File: src/rtl/regs_forward_sb_pkg.sv
// regs_forward_sb_pkg: shared decode types for the forwarding/scoreboard slice
package regs_forward_sb_pkg;
   localparam int REG_NUM = 32;
   typedef logic [4:0]  reg_addr_t;
   typedef logic [31:0] uint32_t;
   typedef struct packed {
      logic      we;
      reg_addr_t waddr;
      uint32_t   wrdata;
      logic      valid;
   } fwd_req_t;
endpackage

File: src/rtl/regs_forward_sb_scoreboard.sv
// reg_scoreboard: per-register pending counters for in-flight long-latency writes
module reg_scoreboard
   import regs_forward_sb_pkg::*;
#(
   parameter int READ_PORTS  = 2,
   parameter int WRITE_PORTS = 1,
   parameter int CNT_WIDTH   = 2
) (
   input  logic                        clk,
   input  logic                        rst,
   input  logic [WRITE_PORTS-1:0]      issue_we,
   input  logic [WRITE_PORTS-1:0][4:0] issue_waddr,
   input  logic [WRITE_PORTS-1:0]      complete_we,
   input  logic [WRITE_PORTS-1:0][4:0] complete_waddr,
   input  logic [READ_PORTS-1:0][4:0]  raddr,
   output logic [READ_PORTS-1:0]       pending,
   output logic                        sb_err
);
   localparam int MAX = 2**CNT_WIDTH - 1;
   logic [CNT_WIDTH-1:0] cnt     [REG_NUM];
   logic [CNT_WIDTH-1:0] cnt_nxt [REG_NUM];
   logic [REG_NUM-1:0]   bad;
   // r0 is hardwired, so writes aimed at it never count
   function automatic int hits(input logic [WRITE_PORTS-1:0] we,
                               input logic [WRITE_PORTS-1:0][4:0] addr, input int r);
      int n;
      n = 0;
      for (int k = 0; k < WRITE_PORTS; k++)
         if (we[k] && addr[k] == 5'(r) && r != 0) n++;
      return n;
   endfunction
   function automatic logic [CNT_WIDTH:0] sat(input int n);
      return n > MAX ? {1'b1, CNT_WIDTH'(MAX)} : n < 0 ? {1'b1, {CNT_WIDTH{1'b0}}} : {1'b0, CNT_WIDTH'(n)};
   endfunction
   always_comb begin
      for (int r = 0; r < REG_NUM; r++)
         {bad[r], cnt_nxt[r]} = sat(int'(cnt[r]) + hits(issue_we, issue_waddr, r) - hits(complete_we, complete_waddr, r));
      for (int i = 0; i < READ_PORTS; i++)
         pending[i] = int'(cnt[raddr[i]]) > hits(complete_we, complete_waddr, int'(raddr[i]));
   end
   always_ff @(posedge clk) begin
      if (rst) begin
         for (int r = 0; r < REG_NUM; r++) cnt[r] <= '0;
         sb_err <= 1'b0;
      end else begin
         for (int r = 0; r < REG_NUM; r++) cnt[r] <= cnt_nxt[r];
         sb_err <= sb_err | (|bad);
      end
   end
endmodule

File: src/rtl/regs_forward_sb.sv
// regs_forward_sb: multi-stage decode operand forwarding with scoreboard stall
module regs_forward_sb
   import regs_forward_sb_pkg::*;
#(
   parameter int READ_PORTS  = 2,
   parameter int WRITE_PORTS = 1,
   parameter int FWD_STAGES  = 2,
   parameter int CNT_WIDTH   = 2
) (
   input  logic                                     clk,
   input  logic                                     rst,
   input  logic [READ_PORTS-1:0][4:0]               regs_raddr_i,
   input  logic [READ_PORTS-1:0][31:0]              regs_rddata_i,
   input  fwd_req_t [FWD_STAGES-1:0][WRITE_PORTS-1:0] fwd_i,
   input  logic [WRITE_PORTS-1:0]                   issue_we_i,
   input  logic [WRITE_PORTS-1:0][4:0]              issue_waddr_i,
   input  logic [WRITE_PORTS-1:0]                   complete_we_i,
   input  logic [WRITE_PORTS-1:0][4:0]              complete_waddr_i,
   output logic [READ_PORTS-1:0][31:0]              regs_rddata_o,
   output logic                                     stall_o,
   output logic                                     sb_err_o
);
   logic [READ_PORTS-1:0] pending, hit_wait;
   reg_scoreboard #(.READ_PORTS(READ_PORTS), .WRITE_PORTS(WRITE_PORTS), .CNT_WIDTH(CNT_WIDTH)) u_sb (
      .clk(clk), .rst(rst),
      .issue_we(issue_we_i), .issue_waddr(issue_waddr_i),
      .complete_we(complete_we_i), .complete_waddr(complete_waddr_i),
      .raddr(regs_raddr_i), .pending(pending), .sb_err(sb_err_o)
   );
   // scan oldest to youngest so the last match (nearest stage, highest slot) wins
   always_comb begin
      regs_rddata_o = regs_rddata_i;
      hit_wait = '0;
      for (int i = 0; i < READ_PORTS; i++)
         if (regs_raddr_i[i] != 5'd0)
            for (int s = FWD_STAGES-1; s >= 0; s--)
               for (int p = 0; p < WRITE_PORTS; p++)
                  if (fwd_i[s][p].we && fwd_i[s][p].waddr == regs_raddr_i[i]) begin
                     regs_rddata_o[i] = fwd_i[s][p].wrdata;
                     hit_wait[i] = !fwd_i[s][p].valid;
                  end
   end
   assign stall_o = |(hit_wait | pending);
endmodule

File: config.mk
export PLATFORM = sky130hd
export DESIGN_NAME = regs_forward_sb
export DESIGN_NICKNAME = d
export VERILOG_FILES = /design/src/rtl/regs_forward_sb_pkg.sv /design/src/rtl/regs_forward_sb_scoreboard.sv /design/src/rtl/regs_forward_sb.sv
export SDC_FILE = /design/constraint.sdc
export NUM_CORES = 1
export LEC_CHECK = 0
export BUFFER_PORTS_ARGS = -buffer_cell sky130_fd_sc_hd__buf_2
export CAP_MARGIN = 30
export CORE_MARGIN = 10
export CORE_UTILIZATION = 45
export DETAILED_ROUTE_END_ITERATION = 8
export PLACE_DENSITY_LB_ADDON = 0.2
export REMOVE_ABC_BUFFERS = 1
export SLEW_MARGIN = 20
export SYNTH_ARGS = -nofsm -noshare
export SYNTH_HDL_FRONTEND = slang
export SYNTH_SLANG_ARGS = --single-unit
export TNS_END_PERCENT = 5
File: constraint.sdc
create_clock -name clk -period 3.1 [get_ports clk]
set_input_delay 0.62 -clock clk [delete_from_list [all_inputs] [get_ports clk]]
set_output_delay 0.62 -clock clk [all_outputs]
set_load 0.01 [all_outputs]
# [Word level (Yosys, flattened, before mapping)]
# Memories as Yosys holds them, arrays and structs flattened.
# Index checks and enable logic that the tools add are counted.
[word_totals] regBits=1 ram_bits=64 in_bits=166 output_inout_bits=66 wordCells=485 mem_count=1
[classes] n_addsub=62 order_cmp=66 n_eq_ne=68 n_mux=175 n_bitwise=34 reduce_logical=78
[mem_list] name="u_sb.cnt" depth=32 width=2 rd=34 rd_ports_with_merged_regs=0 write_ports=32 line="regs_forward_sb_scoreboard.sv:20" source="logic [CNT_WIDTH-1:0] cnt [REG_NUM];"
[ops] cell="adder 3 x 32 -> 32 bit" n=31
[ops] cell="greater-than comparator 32 x 3 -> 1 bit (second input constant)" n=31
[ops] cell="less-than comparator 32 x 1 -> 1 bit (second input constant)" n=31
[ops] cell="subtractor 32 bit" n=31
[ops] cell="2-to-1 mux 3 bit" n=64
[ops] cell="2-to-1 mux 32 bit" n=6
[ops] cell="== test 5 bit (second input constant)" n=32
[ops] cell="== test 5 x 4 -> 1 bit (second input constant)" n=16
[ops] cell="2-to-1 mux 1 bit" n=73
[ops] cell="logical AND 1 bit" n=70
[ops] cell="2-to-1 mux 2 bit" n=32
[ops] cell="== test 5 x 3 -> 1 bit (second input constant)" n=8
[ops] cell="bitwise OR 1 bit" n=33
[ops] cell="OR reduction 32 bit" n=1
[ops] cell="== test 5 bit" n=6
[ops] cell="== test 5 x 2 -> 1 bit (second input constant)" n=4
[ops] cell="nonzero test 5 bit" n=4
[ops] cell="== test 5 x 1 -> 1 bit (second input constant)" n=2
[ops] cell="greater-than comparator 2 x 1 -> 1 bit" n=2
[ops] cell="greater-than comparator 2 bit (second input constant)" n=1
[ops] cell="zero test 1 bit" n=2
[ops] cell="less-than comparator 2 x 1 -> 1 bit (second input constant)" n=1
[ops] cell="bitwise OR 2 bit" n=1
[ops] cell="OR reduction 2 bit" n=1

# [Logic depth before layout (Yosys ltp)]
[depth] depth_word=10 depth_mapped=16

# [Hierarchy]
# Synthesis repeated with hierarchy kept, for this count alone.
[hier_totals] hier_cells=1063 area_unflattened_um2=9824.4
[modules_own_cells] module="reg_scoreboard" instances=1 cells_per_inst=786 area_each_um2=7033.0 seq_area_each_um2=1261.2
[modules_own_cells] module="regs_forward_sb" instances=1 cells_per_inst=277 area_each_um2=2791.4 seq_area_each_um2=0.0

# [Least setup slack after synthesis]
# Ideal clock, no wire load.
[synth_path] path_type="input to output" startpoint="input regs_raddr_i[1] (netlist name)" endpoint="output stall_o" arrival_time_ns=2.734 required_time_ns=2.480 slack_ns=-0.254 path_stages=9 path_buffers=2 cell_sequence="buf_2 clkbuf_1 mux4_2 mux4_2 mux2i_1 ha_1 o22ai_1 nor4_1 nand4_1"
[synth_via] elab_chain_cells=7 word_cells_on_any_way=17 classes_between="order compare: 1; eq/ne: 3; mux: 4; bitwise: 1; reduce/logical: 7; memory: 1"
[synth_lines] item="start, declared" line="regs_forward_sb.sv:12" source="input logic [READ_PORTS-1:0][4:0] regs_raddr_i,"
[synth_lines] item="parallel branches: the longest is 5 deep, another holds memory (32 x 2 bit)"
[synth_lines] item="bitwise OR 2 bit *" line="regs_forward_sb.sv:43" source="assign stall_o = |(hit_wait | pending);"
[synth_lines] item="OR reduction 2 bit *" line="regs_forward_sb.sv:43"
[synth_lines] item="end, declared" line="regs_forward_sb.sv:20" source="output logic stall_o,"
# Every way passes the cells marked *.

# [Final worst setup path]
[layout_path] startpoint="input regs_raddr_i[0] (netlist name)" endpoint="output stall_o"
# The elaborated chain is that of the path after synthesis.

==> impl_metrics.json <==
{
  "status": "complete, but fails checks",
  "violations": "setup timing",
  "grt-busiest-layer": "met2",
  "core-area_mm2": 0.01815,
  "synth-main-ff-cell": "dfxtp_1",
  "synthTopCellsByCount": "161 x inv_1, 130 x nor2_1, 124 x ha_1, 66 x o22ai_1, 63 x dfxtp_1",
  "drive_gt1_share_pct": 46.14,
  "min_period_ns": 3.410,
  "tightestPinTransition_ns": 0.8448,
  "grt_pass1_vias": 9367,
  "dr.pass1.iters": 6,
  "num_vias": 9602,
  "dieWidth_um": 156.6,
  "clk_pin_slew_ns": 0.06,
  "power_mw": 5.785,
  "max-clock-path-buffers": 2,
  "numCtsBuffers": 9,
  "multiInputGateArea_mm2": 0.007172,
  "cts-root-buf": "clkbuf_16",
  "rsz0062_at_grt": "true",
  "power.density_mw_per_mm2": 447.2,
  "holdWs_ns": 0.7503,
  "grt_pass1_wl_mm": 53.35,
  "max_cap_violations": 0,
  "rows": 49,
  "hold_viol": 0,
  "slew_viol_final": 0,
  "critPathLaunchType": "primary input",
  "critPathArrivalTime_ns": 2.79,
  "drc": 0,
  "final_cells": 1669,
  "dpl_cell_area_mm2": 0.01110,
  "timing.setup.tns_ns": -0.8600,
  "wl_mm": 37.78,
  "wl_per_cell_um": 22.64,
  "path_class": "in2out",
  "dieArea_mm2": 0.02451,
  "holdBufCountCts": 0,
  "grt_use_met2_pct": 47.23,
  "design_area_mm2": 0.01293,
  "synthArstFlopShare_pct": 0,
  "regArea_mm2": 0.001261,
  "viasPerCell": 5.753,
  "drt_iter0_drc": 856,
  "synth_most_common_cell": "inv_1",
  "holdCritPathClass": "reg2reg",
  "place_inst": 1616,
  "netlist_area_mm2": 0.008393,
  "setup_viol": 18,
  "yosys.area.top_type": "ha_1",
  "grt_antenna_before_repair": 4,
  "synthCells": 1025,
  "nFillCells": 1416,
  "ant_nets": 0,
  "grtUsageTotal_pct": 28.05,
  "final_util_pct": 71.27,
  "synth_seq_area_share_pct": 15.03,
  "ios": 232,
  "synth_top_cells_by_area": "ha_1 18%, dfxtp_1 15%, mux4_2 7.8%",
  "worst-endpoint-required_ns": 2.48,
  "dp_slack_ns": -0.6086,
  "io_buffer_count": 231,
  "cp_max_fo": 8,
  "gp_congestion": 0.9968,
  "h-tree-depth": 3,
  "relSlewSlack_pct": 43.68,
  "die_h_um": 156.6,
  "final.setup_skew_ns": 0.008400,
  "fin_crit_sh_pct": 110.0,
  "clock-sinks": 63,
  "fmax_ghz": 0.2933,
  "start_util_pct": 46.25,
  "postSynthAreaPerCell_um2": 8.188,
  "synth_top_area_share_pct": 18.49,
  "synth_warnings": 0,
  "clk_latency_ns": 0.36,
  "area_delta_synth_final_pct": 54.10,
  "synth_cell_type_count": 52,
  "hpwl_mm": 29.84,
  "vdd_drop_max_mv": 0.4731,
  "grt_max_degree": 35,
  "overflow": 0,
  "cp-end-kind": "output pin",
  "p_leak_nw": 6.168,
  "gr-usage-met1_pct": 33.26,
  "grt_util_met3_pct": 6.552,
  "nets": 1753,
  "finalWorstSetupSlack_ns": -0.3099,
  "synth_edf_count": 0,
  "synth_seq_cells": 63,
  "cts_tree": "done"
}
## where the power goes
part           internal, mW  switching (mW)
clock network         0.787           0.442
registers              1.05           0.321
logic                  1.62            1.57
## sequential cells by signal, indices dropped and copies added (netlist names)
| register | flops |
|---|---|
| u_sb.cnt | 62 |
| u_sb.sb_err | 1 |
## timing repair
item,4_1_cts,5_1_grt
buffers inserted,1,31
resized for setup,34,227
endpoints found under the setup margin,66,65
pin swaps,9,63
cloned,1,3
## critical path: stages
cell and delay (ns):
buf_12 0.11, mux4_2 0.50, mux4_2 0.46, mux2i_1 0.17, ha_2 0.20, o22ai_2 0.09, nor4_2 0.14, nand4_1 0.26
buf_2 0.23
## cell type report
class,count,area share [%]
multi-input cells,742,55.45
repair buffers,455,25.15
flip-flops and latches,63,9.751
inverters,161,4.692
well taps,229,2.215
clock buffers,9,1.741
clock inverters,7,0.9384
diodes,3,0.05804
## metal layers
metal	up-vias	part of all wire, %	routed length, um
met5	-	0.034	13
met4	2	4.4	1652
li1	4391	-	-
met2	467	48	18110
met3	109	8.8	3317
met1	4633	39	14690
## kinds of logic (layout without fill, tap and decap cells)
group,count (synthesis),after routing,share of synthesized area [%]
buffers and inverters,220,632,10.61
adder cells (fa/ha/maj),155,155,25.88
flip-flops,63,63,15.03
AND/OR/NAND/NOR,300,300,18.68
AO/OA/AOI/OAI,220,220,17.90
other,0,3,0
multiplexers,37,37,8.766
XOR/XNOR,30,30,3.131
## cells in the final DEF, fill, tap and decap left out, drive strengths merged, types with 25 or more instances in the layout
cell / netlist / routed
a21oi: 43 / 43
a2bb2oi: 31 / 31
buf: 28 / 453
dfxtp: 63 / 63
fa: 31 / 31
ha: 124 / 124
inv: 161 / 161
mux4: 29 / 29
nand2b: 49 / 49
nor2: 130 / 130
nor3b: 25 / 25
o21a: 59 / 59
o22ai: 66 / 66
## worst paths after layout
| path | to | start | slack (ns) | cells after the start |
|---|---|---|---|---|
| setup / recovery | stall_o | regs_raddr_i[0] | -0.31 | 9 |
| hold / removal | u_sb.cnt[15][1] | u_sb.cnt[15][1] | 0.75 | 2 |
| setup reg to reg | u_sb.sb_err | u_sb.cnt[17][0] | 0.40 | 13 |
| hold reg to reg | u_sb.cnt[15][1] | u_sb.cnt[15][1] | 0.75 | 2 |
Power figures use the tool's default switching activity.
